<file path="src/rtl/ercm8_1.sv">
// ercm8_1: registered 8x8 unsigned multiplier whose low columns (0..6) can each be
// collapsed to an OR bit at runtime; the rest is a carry-save tree plus a final adder.
module ercm8_1 (
   input  logic        clk,
   input  logic        rst_n,
   input  logic [7:0]  dat_in_a,
   input  logic [7:0]  dat_in_b,
   input  logic [6:0]  mask,
   output logic [15:0] dat_o
);
   logic [7:0]  a_r, b_r;
   logic [6:0]  m_r;
   logic [6:0]  col_or;
   logic [15:0] row [20];
   logic [15:0] prod;

   always_ff @(posedge clk or negedge rst_n) begin
      if (!rst_n) begin
         a_r   <= '0;
         b_r   <= '0;
         m_r   <= '0;
         dat_o <= '0;
      end else begin
         a_r   <= dat_in_a;
         b_r   <= dat_in_b;
         m_r   <= mask;
         dat_o <= prod;
      end
   end

   // Rows 0..7 are the shifted partial products; a masked column keeps only its OR bit,
   // parked in row 0, so it still absorbs carries from the exact columns below it.
   // Rows 8..19 come from six 3:2 compressor stages; rows 18/19 feed the final adder.
   always_comb begin
      col_or = '0;
      for (int k = 0; k < 7; k++)
         for (int i = 0; i <= k; i++)
            col_or[k] = col_or[k] | (a_r[i] & b_r[k-i]);
      for (int i = 0; i < 20; i++)
         row[i] = '0;
      for (int i = 0; i < 8; i++)
         row[i] = 16'(a_r & {8{b_r[i]}}) << i;
      for (int k = 0; k < 7; k++)
         if (m_r[k]) begin
            for (int i = 1; i < 8; i++)
               row[i][k] = 1'b0;
            row[0][k] = col_or[k];
         end
      for (int c = 0; c < 6; c++) begin
         row[8+2*c] = row[3*c] ^ row[3*c+1] ^ row[3*c+2];
         row[9+2*c] = ((row[3*c] & row[3*c+1]) | (row[3*c] & row[3*c+2])
                      | (row[3*c+1] & row[3*c+2])) << 1;
      end
      prod = row[18] + row[19];
   end
endmodule

</file>
<file path="config.mk">
export PLATFORM = sky130hd
export DESIGN_NAME = ercm8_1
export DESIGN_NICKNAME = d
export VERILOG_FILES = /design/src/rtl/ercm8_1.sv
export SDC_FILE = /design/constraint.sdc
export NUM_CORES = 1
export LEC_CHECK = 0
export ABC_AREA = 1
export ABC_CLOCK_PERIOD_IN_PS = 5100
export BUFFER_PORTS_ARGS = -buffer_cell sky130_fd_sc_hd__buf_2
export CORE_MARGIN = 2
export CORE_UTILIZATION = 41
export CTS_BUF_LIST = sky130_fd_sc_hd__clkbuf_4 sky130_fd_sc_hd__clkbuf_8 sky130_fd_sc_hd__clkbuf_16
export DETAILED_ROUTE_END_ITERATION = 16
export PLACE_DENSITY = 0.62
export SKIP_LAST_GASP = 1
export SYNTH_ARGS = -nofsm -noshare
export SYNTH_HDL_FRONTEND = slang
export SYNTH_SLANG_ARGS = --single-unit
</file>
<file path="constraint.sdc">
create_clock -name clk -period 5.1 [get_ports clk]
set_clock_uncertainty 0.05 [all_clocks]
set_input_delay 1.53 -clock clk [delete_from_list [all_inputs] [get_ports clk]]
set_output_delay 1.53 -clock clk [all_outputs]
set_load 0.01 [all_outputs]
</file>
# Word-level counts from Yosys, hierarchy flattened
# Index checks and enable logic that the tools add are counted.
# Widths: inputs -> output; s select.
# word_totals
reg_bits	39
latchBits	0
mem_bits_rw	0
romBits	0
in_bits	25
output_inout_bits	16
word_cells	132
memories	0
# classes
add_sub_neg	1
multipliers	0
div_mod_pow	0
order_cmp	0
eq_ne	0
shifts	0
n_mux	28
bitwise	99
reduce_logical	0
# op_table
op	count
$or 15x15->15	5
$and 8x8->8	8
$and 15x15->15	4
$xor 15x16->16	2
$and 15x14->15	2
$and 1x1->1	28
$mux 1	28
$and 11x13->13	2
$or 1x1->1	21
$add 16x16->16	1
$xor 16x14->16	1
$xor 16x16->16	1
$and 14x15->15	1
$and 15x10->15	1
$or 15x14->15	1
$xor 14x15->15	1
$xor 15x10->15	1
$and 11x14->14	1
$and 13x14->14	1
$and 14x10->14	1
$or 13x14->14	1
$or 14x14->14	1
$xor 13x14->14	1
$and 12x13->13	1
other kinds (13)	13

# Depth between registers and ports, before layout
# logic_depth
depth_word	20
mapped_depth	22
ltp_nobuf	21

# Least setup slack after synthesis
# OpenSTA, ideal clock, no wires.
# synth_path
kind	flip-flop to flip-flop
start	register a_r[3]
end	register dat_o[13]
setup_time_ps	117
arrival_time_ps	3667
required_ps	4933
slack_ps	1266
path_stages_with_launch	21
path_buffers	1
period_less_slack_ps	3834
path_cell_list	dfrtp_1 > clkbuf_1 > nand2_1 > inv_1 > fa_1 > inv_1 > fa_1 > inv_1 > fa_1 > inv_1 > fa_1 > inv_1 > ha_1 > nand2_1 > inv_1 > nand2_1 > nand2_1 > nand2_1 > nand3_1 > nand2_1 > nand2_1
# synth_via
elab_chain_len	18
elab_cells_between_ends	72
cone_classes	add/sub: 1; mux: 7; bitwise: 64
# synth_lines
item	line_no	source
start, declared	11	logic [7:0] a_r, b_r;
start signal, assigned	24	a_r <= dat_in_a;
$and 1x1->1	38	col_or[k] = col_or[k] | (a_r[i] & b_r[k-i]);
$or 1x1->1 (4 in series)	38	
$mux 1	44	if (m_r[k]) begin
$xor 8x9->9, or another cell as far along	50	row[8+2*c] = row[3*c] ^ row[3*c+1] ^ row[3*c+2];
$xor 9x10->10 or $or 9x10->10 (tied branches)	50, 51	
$and 14x10->14 or $or 10x10->10 (tied branches)	51, 52	
$or 15x14->15 or $xor 11x13->13 (tied branches)	51, 50	
$or 15x15->15 or $xor 13x14->14 (tied branches)	52, 50	
$and 15x15->15 or $and 15x14->15 (tied branches)	51	row[9+2*c] = ((row[3*c] & row[3*c+1]) | (row[3*c] & row[3*c+2])
$or 15x15->15	51	
$or 15x15->15	52	| (row[3*c+1] & row[3*c+2])) << 1;
$and 15x15->15	51	
$or 15x15->15	51	
$or 15x15->15	52	
$add 16x16->16 (*)	54	prod = row[18] + row[19];
named net prod[13]	15	logic [15:0] prod;
end signal, assigned	27	dat_o <= prod;
end, declared	9	output logic [15:0] dat_o
# The timed path passes the listed nets; every way through them passes the cells marked *.

# Worst setup path in the final report
# layout_path
start	register a_r[3]
end	register dat_o[14]
# Same word-level chain as after synthesis.

==> impl_metrics.py <==
metrics = {
    "outcome": {
        "status": "finished, final reports clean",
    },
    "grt": {
        "grt-ovfl-total": 0,
        "antenna_found_initial": 0,
        "grt.total_usage_pct": 15.73,
        "grt_pass1_wl_um": 10850,
        "grt_pass1_vias": 2528,
        "grt_max_degree": 39,
    },
    "run": {
        "maxCapViolations": 0,
    },
    "routing": {
        "drt-initial-drc-count": 72,
        "via_per_inst": 4.632,
        "route.antenna.remaining_nets": 0,
        "post_drt_wl_per_cell_um": 11.76,
        "vias": 2455,
        "drtPass1Iterations": 4,
        "wl_um": 6232,
        "drc": 0,
    },
    "layout": {
        "num-nets-final": 522,
        "final_common_cell": "nand2_1",
        "final_cell_mix": "nand2_1, inv_1, buf_2, fa_1, dfrtp_1",
        "utilization_pct": 47.78,
        "drive_above_1_share_pct": 11.68,
        "diodes": 0,
        "synthToLayoutAreaGrowth_pct": 11.88,
        "stdcell_count": 530,
        "fill_cells": 752,
    },
    "logic_synthesis": {
        "synth_top_cell_by_area": "dfrtp_1",
        "seq_area_frac_synth_pct": 28.67,
        "ys_types": 20,
        "synth_top_area_share_pct": 28.67,
        "syn_avg_cell_area_um2": 8.355,
        "synthCells": 397,
        "yosys-top-cells-area": "dfrtp_1, fa_1, nand2_1, ha_1, inv_1",
        "yosysWarnings": 0,
        "ys_ff_latch": 38,
        "netlist_area_um2": 3317,
        "syn-num-nets": 492,
    },
    "power": {
        "peakVddDrop_mv": 0.1572,
        "p_leak_nw": 2.257,
        "p_per_area_nw_per_um2": 361.0,
    },
    "clock_network": {
        "cts_resized": 0,
        "cts_setup_buffers": 0,
        "root_buffer": "clkbuf_8",
        "clkTransAtPathRegs_ps": 80,
        "cts_hold_buf": 0,
        "cts_sinks": 38,
        "cts.htree.levels": 2,
        "cts_buffers": 5,
        "cts_tree": "done",
        "clk_latency_ps": 300,
        "clk_path_buf_depth": 2,
    },
    "critical_path": {
        "cp_data_required_time_ps": 5240,
        "start_kind": "register",
        "crit_path_end_kind": "register",
        "arrival_ps": 4200,
        "worstPathMaxFanout": 10,
        "crit_type": "register to register",
        "r2r_cells": 19,
    },
    "die": {
        "fp.dieH_um": 93.95,
        "coreArea_um2": 7767,
        "pin_count": 41,
        "start_util_pct": 42.70,
        "die_w_um": 93.95,
        "dieArea_um2": 8826,
        "rows": 32,
    },
    "timing": {
        "fin_crit_sh_pct": 79.57,
        "finalHoldViolCount": 0,
        "max_freq_ghz": 0.2464,
        "holdWs_ps": 585.2,
        "final.min_clock_period_ps": 4058,
        "tns_ps": 0,
        "final-max-slew-violation-count": 0,
        "rsz0062_at_grt": "no",
        "tightest_slew_ps": 820.9,
        "final-setup-viol-count": 0,
        "relSlewSlack_pct": 45.27,
    },
    "hold_path": {
        "holdPathStages": 2,
        "hp-class": "register to register",
    },
    "place": {
        "hpwlAfterDp_um": 4950,
        "dp.cells": 522,
        "place_congestion": 0.8485,
        "io_buffers": 39,
    },
}
## stage by stage
step | instance area [um2] | setup slack [ps] | total power [mW]
after floorplan | 3317 | 1266 | 0.8721
after global placement | 3573 | 1117 | 1.017
after detailed placement | 3573 | 1079 | 1.031
after CTS | 3711 | 1054 | 1.360
after global routing | 3711 | 739.9 | 1.468
final | 3711 | 1042 | 1.340
## area by class of cell
type	count	area, um2	share of cell area (%)
flip-flops and latches	38	950.9	25.62
clock buffers	5	68.82	1.854
well taps	102	127.6	3.439
multi-input cells	246	1936	52.16
inverters	97	364.1	9.811
repair buffers	39	195.2	5.260
clock inverters	3	68.82	1.854
## synth_stat cells
cell type,count
clkbuf_1,11
nor2_1,23
nand4_1,5
inv_1,97
dfrtp_1,38
buf_2,5
a21boi_1,1
a32o_1,1
nand3_2,2
xor2_1,5
o21ai_0,1
nand3_1,17
xnor2_1,1
a22oi_1,2
ha_1,32
fa_1,38
nand2_1,110
a21oi_1,5
a22o_1,2
nor2_2,1
## cells by family (layout without fill, tap and decap cells)
| kind of cell | after synthesis | after routing | synth area share [%] |
|---|---|---|---|
| flip-flops | 38 | 38 | 28.67 |
| buffers and inverters | 113 | 144 | 12.98 |
| XOR/XNOR | 6 | 6 | 1.584 |
| adder cells (fa/ha/maj) | 70 | 70 | 35.01 |
| AO/OA/AOI/OAI | 12 | 12 | 2.414 |
| AND/OR/NAND/NOR | 158 | 158 | 19.35 |
## worst paths after layout
check / startpoint / endpoint / slack [ps]
max in group asynchronous: rst_n / m_r[6] / 3210
max reg2reg: a_r[3] / dat_o[14] / 1040
min reg2reg: m_r[1] / dat_o[1] / 590
min: m_r[1] / dat_o[1] / 590
max: a_r[3] / dat_o[14] / 1040
min in group asynchronous: rst_n / dat_o[4] / 1270
## state kept, by name, indices dropped and copies added (netlist names)
signal and flops:
dat_o 16, a_r 8, m_r 6, b_r 8
## worst max-delay path, stage by stage (launching register included)
cell and delay (ps):
dfrtp_1 540, nand2_1 130, inv_1 60, fa_1 530, inv_1 50, fa_1 510, inv_1 60, fa_1 520
inv_1 50, fa_1 490, inv_1 40, ha_1 340, nand2_1 130, inv_1 70, nand2_1 70, nand2_1 50
nand2_1 90, nand3_1 70, nand2_1 60, nand2_1 40
## routing by layer
metal	GRT usage (%)	routed length (um)	vias up
met5	0	0	-
met4	5.556	64	0
met3	2.648	269	6
met2	28.27	3095	54
met1	18.89	2803	1174
li1	-	-	1221
## power by group
| part | internal (mW) | total (mW) | leakage [nW] | switching, mW |
|---|---|---|---|---|
| clock | 0.196 | 0.318 | 0.0683 | 0.122 |
| combinational | 0.253 | 0.629 | 1.74 | 0.376 |
| sequential | 0.363 | 0.393 | 0.448 | 0.0301 |
No activity file was read; power rests on OpenSTA's default activity.
